==> config.mk <==
export PLATFORM = sky130hd
export DESIGN_NAME = branch_resolve_unit_flat
export DESIGN_NICKNAME = d
export VERILOG_FILES = /design/src/rtl/branch_resolve_if.sv /design/src/rtl/branch_resolve_unit.sv /design/src/flat_wrapper.sv
export SDC_FILE = /design/constraint.sdc
export NUM_CORES = 1
export LEC_CHECK = 0
export CAP_MARGIN = 10
export CORE_MARGIN = 5
export CORE_UTILIZATION = 45
export DETAILED_ROUTE_END_ITERATION = 6
export PLACE_DENSITY = 0.72
export SLEW_MARGIN = 20
export SYNTH_ARGS = -nofsm -noshare
export SYNTH_HDL_FRONTEND = slang
export SYNTH_SLANG_ARGS = --single-unit
==> constraint.sdc <==
create_clock -name clk -period 3.6 [get_ports clk]
set_input_delay 0.54 -clock clk [delete_from_list [all_inputs] [get_ports clk]]
set_output_delay 0.54 -clock clk [all_outputs]
set_load 0.1 [all_outputs]
==> src/rtl/branch_resolve_if.sv <==
// Bundle between the execute/fetch pipeline and the branch resolve unit.
// The pipeline side is the master; the resolve unit is the slave.
interface branch_resolve_if #(
  parameter int XLEN  = 32,
  parameter int CNT_W = 32
);
  logic [XLEN-1:0]  pred_pc;
  logic             pred_taken;
  logic             res_valid;
  logic [3:0]       res_ctl;
  logic [XLEN-1:0]  res_a;
  logic [XLEN-1:0]  res_b;
  logic [XLEN-1:0]  res_pc;
  logic [XLEN-1:0]  res_target;
  logic             res_pred_taken;
  logic             clr_stats;
  logic             flush;
  logic [XLEN-1:0]  redirect_pc;
  logic             br_taken;
  logic [CNT_W-1:0] br_count;
  logic [CNT_W-1:0] mispred_count;

  modport master (
    output pred_pc, res_valid, res_ctl, res_a, res_b, res_pc, res_target,
           res_pred_taken, clr_stats,
    input  pred_taken, flush, redirect_pc, br_taken, br_count, mispred_count
  );

  modport slave (
    input  pred_pc, res_valid, res_ctl, res_a, res_b, res_pc, res_target,
           res_pred_taken, clr_stats,
    output pred_taken, flush, redirect_pc, br_taken, br_count, mispred_count
  );
endinterface

==> src/rtl/branch_resolve_unit.sv <==
// Execute-stage branch resolver with a direct-mapped 2-bit counter predictor,
// registered mispredict flush/redirect and saturating statistics counters.
module branch_resolve_unit #(
  parameter int XLEN  = 32,
  parameter int IDX_W = 6,
  parameter int CNT_W = 32
) (
  input logic             clk,
  input logic             rst_n,
  branch_resolve_if.slave bif
);
  localparam int ENTRIES = 1 << IDX_W;

  localparam logic [3:0] CTL_BLT  = 4'b0111;
  localparam logic [3:0] CTL_BGE  = 4'b1011;
  localparam logic [3:0] CTL_BEQ  = 4'b1100;
  localparam logic [3:0] CTL_BNE  = 4'b1101;
  localparam logic [3:0] CTL_BLTU = 4'b1000;
  localparam logic [3:0] CTL_BGEU = 4'b1001;

  logic [1:0]       ctr_q [ENTRIES];
  logic [IDX_W-1:0] res_idx;
  logic [IDX_W-1:0] pred_idx;
  logic [1:0]       ctr_cur;
  logic [1:0]       ctr_nxt;

  logic             lt_s;
  logic             lt_u;
  logic             eq;
  logic             is_br;
  logic             taken;
  logic             eff;
  logic             mispred;

  logic [XLEN-1:0]  seq_pc;
  logic [XLEN-1:0]  redirect_nxt;

  logic             flush_q;
  logic             br_taken_q;
  logic [XLEN-1:0]  redirect_q;
  logic [CNT_W-1:0] br_cnt_q;
  logic [CNT_W-1:0] mis_cnt_q;

  logic             unused_pred_pc;

  assign lt_s = $signed(bif.res_a) < $signed(bif.res_b);
  assign lt_u = bif.res_a < bif.res_b;
  assign eq   = bif.res_a == bif.res_b;

  always_comb begin
    is_br = 1'b1;
    taken = 1'b0;
    case (bif.res_ctl)
      CTL_BLT:  taken = lt_s;
      CTL_BGE:  taken = ~lt_s;
      CTL_BEQ:  taken = eq;
      CTL_BNE:  taken = ~eq;
      CTL_BLTU: taken = lt_u;
      CTL_BGEU: taken = ~lt_u;
      default: begin
        is_br = 1'b0;
        taken = 1'b0;
      end
    endcase
  end

  assign eff     = bif.res_valid & is_br;
  assign mispred = eff & (taken != bif.res_pred_taken);

  // pc[1:0] never selects an entry; instructions are word aligned
  assign res_idx  = bif.res_pc[IDX_W+1:2];
  assign pred_idx = bif.pred_pc[IDX_W+1:2];
  assign ctr_cur  = ctr_q[res_idx];

  always_comb begin
    ctr_nxt = ctr_cur;
    if (taken) begin
      if (ctr_cur != 2'b11) ctr_nxt = ctr_cur + 2'd1;
    end else begin
      if (ctr_cur != 2'b00) ctr_nxt = ctr_cur - 2'd1;
    end
  end

  assign seq_pc       = bif.res_pc + XLEN'(4);
  assign redirect_nxt = taken ? bif.res_target : seq_pc;

  always_ff @(posedge clk or negedge rst_n) begin
    if (!rst_n) begin
      for (int i = 0; i < ENTRIES; i++) ctr_q[i] <= 2'b01;
    end else if (eff) begin
      ctr_q[res_idx] <= ctr_nxt;
    end
  end

  always_ff @(posedge clk or negedge rst_n) begin
    if (!rst_n) begin
      flush_q    <= 1'b0;
      redirect_q <= '0;
      br_taken_q <= 1'b0;
    end else begin
      flush_q <= mispred;
      if (mispred) redirect_q <= redirect_nxt;
      if (eff)     br_taken_q <= taken;
    end
  end

  // clear wins over any same-cycle increment
  always_ff @(posedge clk or negedge rst_n) begin
    if (!rst_n) begin
      br_cnt_q  <= '0;
      mis_cnt_q <= '0;
    end else if (bif.clr_stats) begin
      br_cnt_q  <= '0;
      mis_cnt_q <= '0;
    end else begin
      if (eff && (br_cnt_q != '1))      br_cnt_q  <= br_cnt_q + CNT_W'(1);
      if (mispred && (mis_cnt_q != '1)) mis_cnt_q <= mis_cnt_q + CNT_W'(1);
    end
  end

  // prediction reads the current table with no bypass of a same-cycle update
  assign bif.pred_taken    = ctr_q[pred_idx][1];
  assign bif.flush         = flush_q;
  assign bif.redirect_pc   = redirect_q;
  assign bif.br_taken      = br_taken_q;
  assign bif.br_count      = br_cnt_q;
  assign bif.mispred_count = mis_cnt_q;

  assign unused_pred_pc = ^{bif.pred_pc[XLEN-1:IDX_W+2], bif.pred_pc[1:0]};
endmodule

==> src/flat_wrapper.sv <==
// flat-port wrapper written by rule: the top's interface ports become plain ports
module branch_resolve_unit_flat 
#(
  parameter int XLEN  = 32,
  parameter int IDX_W = 6,
  parameter int CNT_W = 32
)
  (clk, rst_n, bif_pred_pc, bif_res_valid, bif_res_ctl, bif_res_a, bif_res_b, bif_res_pc, bif_res_target, bif_res_pred_taken, bif_clr_stats, bif_pred_taken, bif_flush, bif_redirect_pc, bif_br_taken, bif_br_count, bif_mispred_count);
  branch_resolve_if #(.XLEN(XLEN), .CNT_W(CNT_W)) bif_i ();
  input logic clk;
  input logic rst_n;
  input wire logic [$bits(bif_i.pred_pc)-1:0] bif_pred_pc;
  input wire logic [$bits(bif_i.res_valid)-1:0] bif_res_valid;
  input wire logic [$bits(bif_i.res_ctl)-1:0] bif_res_ctl;
  input wire logic [$bits(bif_i.res_a)-1:0] bif_res_a;
  input wire logic [$bits(bif_i.res_b)-1:0] bif_res_b;
  input wire logic [$bits(bif_i.res_pc)-1:0] bif_res_pc;
  input wire logic [$bits(bif_i.res_target)-1:0] bif_res_target;
  input wire logic [$bits(bif_i.res_pred_taken)-1:0] bif_res_pred_taken;
  input wire logic [$bits(bif_i.clr_stats)-1:0] bif_clr_stats;
  output wire logic [$bits(bif_i.pred_taken)-1:0] bif_pred_taken;
  output wire logic [$bits(bif_i.flush)-1:0] bif_flush;
  output wire logic [$bits(bif_i.redirect_pc)-1:0] bif_redirect_pc;
  output wire logic [$bits(bif_i.br_taken)-1:0] bif_br_taken;
  output wire logic [$bits(bif_i.br_count)-1:0] bif_br_count;
  output wire logic [$bits(bif_i.mispred_count)-1:0] bif_mispred_count;
  assign bif_i.pred_pc = bif_pred_pc;
  assign bif_i.res_valid = bif_res_valid;
  assign bif_i.res_ctl = bif_res_ctl;
  assign bif_i.res_a = bif_res_a;
  assign bif_i.res_b = bif_res_b;
  assign bif_i.res_pc = bif_res_pc;
  assign bif_i.res_target = bif_res_target;
  assign bif_i.res_pred_taken = bif_res_pred_taken;
  assign bif_i.clr_stats = bif_clr_stats;
  assign bif_pred_taken = bif_i.pred_taken;
  assign bif_flush = bif_i.flush;
  assign bif_redirect_pc = bif_i.redirect_pc;
  assign bif_br_taken = bif_i.br_taken;
  assign bif_br_count = bif_i.br_count;
  assign bif_mispred_count = bif_i.mispred_count;
  branch_resolve_unit #(.XLEN(XLEN), .IDX_W(IDX_W), .CNT_W(CNT_W)) u_core (.clk(clk), .rst_n(rst_n), .bif(bif_i));
endmodule
==> impl_metrics.toml <==
[cts]
cts_max_level = 1
clock_latency_ns = 0.54
cts_made_buffers = 26
clkTransAtPathRegs_ns = 0.06
cts_tree = "built"
max-clock-path-buffers = 3
clock-root-buffer = "clkbuf_16"
cts_num_sinks = 226

[floorplanning]
pin_count = 268
rows = 62
dieArea_mm2 = 0.0325
core_mm2 = 0.0287
die_w_um = 180
chipHeight_um = 180
initial_core_util_pct = 45.5

[pwr]
p_sw_mw = 2.31
power_frac_comb_pct = 23.8
seqPwrFrac_pct = 38.6
clockPowerShare_pct = 37.6
power_density_mw_per_mm2 = 416
internal_power_mw = 4.97
switching_share_pct = 31.7
vdd_drop_max_mv = 0.378
leakage_nw = 7.06

[yosys]
syn_area_per_cell_um2 = 9.09
syn_inst = 1437
ys_seq_area_share_pct = 43.9
synth_async_sr_flop_share_pct = 100
synth-edff-count = 0
synth_area_leader_cell = "dfrtp_1"
ys_seq_elements = 226
synth_area_mm2 = 0.0131
ys_dominant_reg_cell = "dfrtp_1"
synth_cell_type_count = 63
synthTopCellsByArea = "dfrtp_1 (31%), dfstp_2 (13%), nand2_1 (7.0%)"
synth_common_cells = "nand2_1 (243), dfrtp_1 (162), o21ai_0 (158), a21oi_1 (83), nor2_1 (82)"
synth_warnings = 0
yosysTopAreaCellShare_pct = 31.0
synth_fp_nets = 1641
yosysMostFrequentCell = "nand2_1"

[worst_setup_path]
max_stage_delay_ns = 0.59
cp_top_family = "simple AND/OR/NAND/NOR gates"
end_kind = "register"
crit_buf_inv = 2
crit_slowest_cell = "or4_4"
critPathLaunchType = "primary input"
cp_max_fo = 7
worstPathRequired_ns = 4.03
worstSetupPathType = "in -> reg"
arrival_ns = 3.97
crit_chain = "clkdlybuf4s50_1 > inv_1 > ha_1 > nand4_1 > or4_4 > nor3_4 > nor2_1 > a211o_1 > o311a_4 > or2_1 > mux2_4 > nor3b_4 > mux2_2"

[sta]
finalSetupViolations = 0
finalWorstSetupSlack_ns = 0.0566
slew_headroom_pct = 28.7
hold-worst-slack_ns = -0.00394
layout_worst_path_cycle_share_pct = 98.4
slew_violations = 0
fmax_mhz = 282
worst_slew_pin_slew_ns = 1.07
report.final.hold_viol_count = 4
skew_ns = 0.0142
period_minus_slack_ns = 3.54
fin_setup_tns_ns = 0

[global_route]
grt_util_all_layers_pct = 25.4
antenna_found_initial = 0
grt_pass1_wl_mm = 68.4
grt_pass1_vias = 12300
overflow = 0
grt_max_degree = 88

[run_status]
violations = "hold timing"
status = "finished with violations"

[layout]
final_util_pct = 61.0
nFillCells = 2423
antenna_cells = 0
drive_gt1_share_pct = 15.9
regArea_mm2 = 0.00574
multi_input_area_mm2 = 0.00694
area.growth.synth_to_final_pct = 33.9
final_nets = 1930
fin_area_mm2 = 0.0175

[routing]
ant_nets = 0
vias = 12400
drtPass1Iterations = 5
drt-vias-per-instance = 5.84
drtIter0Drc = 940
avgRoutedWirePerCell_um = 20.1
wl_mm = 42.9
drc = 0

[place]
dp.final_hpwl_mm = 31.3
port_buffers = 241
postPlaceCellArea_mm2 = 0.0165
gp_congestion = 0.938
dp_slack_ns = -0.557

[hold_path]
hold_class = "in -> async"

[job]
max_cap_violations = 0
## metal layers
| layer | global-route usage, % | vias up | share of wire, % |
|---|---|---|---|
| met4 | 8.86 | 0 | 3.8 |
| met5 | 0 | - | 0 |
| met2 | 41.9 | 572 | 48 |
| met1 | 33.8 | 5958 | 41 |
| li1 | - | 5821 | - |
| met3 | 4.56 | 98 | 7.3 |
## cells in the final DEF, fill, tap and decap left out, types with 5 or more instances in the layout
cell type        count
o22a_1              32
nand3_1             44
xnor2_1             25
ha_1                34
clkbuf_16           27
nand4_1             20
and3_1              20
a221oi_1             9
a21oi_1             82
clkbuf_1             7
buf_4               90
buf_12              10
a31oi_1              6
or4_1               10
inv_1               41
o22ai_1             71
o21ai_0            157
and2_1               7
mux2i_1             13
mux4_2              26
or3_1               16
nand2_1            243
and4_1              12
dfstp_2             64
a22oi_1             22
dfrtp_1            162
nor2b_1             18
nor2_1              81
clkdlybuf4s50_1    235
clkinv_2             5
nand2b_1             5
nor3_1              14
mux2_2              19
xor2_1              31
o31ai_1             10
clkbuf_8             5
## kinds of logic after synthesis
kind of cell / synth area share (%)
buffers and inverters: 3.69
XOR/XNOR: 3.75
flip-flops: 43.9
AND/OR/NAND/NOR: 18.3
adder cells (fa/ha/maj): 3.51
AO/OA/AOI/OAI: 19.6
multiplexers: 7.23
## layout make-up
class | instances | area share (%)
multi-input cells | 1089 | 39.6
flip-flops and latches | 226 | 32.8
repair buffers | 342 | 18.9
clock buffers | 38 | 4.26
well taps | 384 | 2.75
inverters | 41 | 0.880
clock inverters | 10 | 0.801
## state kept, by name, summed over array words and instances, names as in the netlist
name / cells
u_core.bif.redirect_pc: 32
u_core.ctr_q: 128
u_core.bif.flush: 1
u_core.bif.br_count: 32
u_core.bif.mispred_count: 32
u_core.bif.br_taken: 1
## power groups by stage
stage | Sequential [mW] | Combinational [mW] | Clock, mW
2_1_floorplan | 3.35 | 0.537 | 0
3_3_place_gp | 2.84 | 1.69 | 0
3_5_place_dp | 2.85 | 1.71 | 0
4_1_cts | 2.81 | 1.72 | 2.77
5_1_grt | 2.82 | 1.83 | 2.87
6_report | 2.81 | 1.73 | 2.73
## final timing paths
kind | start | end | slack [ns] | cells after the start
min reg2reg | u_core.ctr_q[24]$_DFFE_PN1P_ | u_core.ctr_q[24]$_DFFE_PN1P_ | 0.48 | 2
max in group asynchronous | rst_n | u_core.bif.mispred_count[19]$_DFFE_PN0P_ | 2.68 | 2
min in group clk | bif_clr_stats | u_core.bif.br_count[30]$_DFFE_PN0P_ | 0.45 | 2
max reg2reg | u_core.ctr_q[68]$_DFFE_PN1P_ | u_core.ctr_q[112]$_DFFE_PN1P_ | 0.70 | 10
min | rst_n | u_core.ctr_q[67]$_DFFE_PN0P_ | -0.004 | 1
max | bif_res_b[29] | u_core.bif.mispred_count[29]$_DFFE_PN0P_ | 0.06 | 13
## worst reg2reg max path, stage by stage, from the launching register on
cell and delay (ns):
dfstp_2 0.36, mux4_2 0.44, nor2b_1 0.14, a221oi_1 0.29, nor3_1 0.11, buf_4 0.15, a211oi_1 0.25, nand3_1 0.13
maj3_1 0.48, buf_4 0.23, o21ai_0 0.23
## metrics by stage
| stage | power (mW) | cells |
|---|---|---|
| after global placement | 4.53 | 2078 |
| after global routing | 7.53 | 2130 |
| after CTS | 7.30 | 2126 |
| final | 7.27 | 2130 |
| after detailed placement | 4.56 | 2078 |
| after floorplan | 3.89 | 1437 |
## what timing repair did
item / in CTS / in global routing
buffers inserted: 0 / 3
resized for setup: 0 / 13
endpoints found under the setup margin: 0 / 173
hold buffers: 0 / 0
No activity file was read; power rests on OpenSTA's default activity.
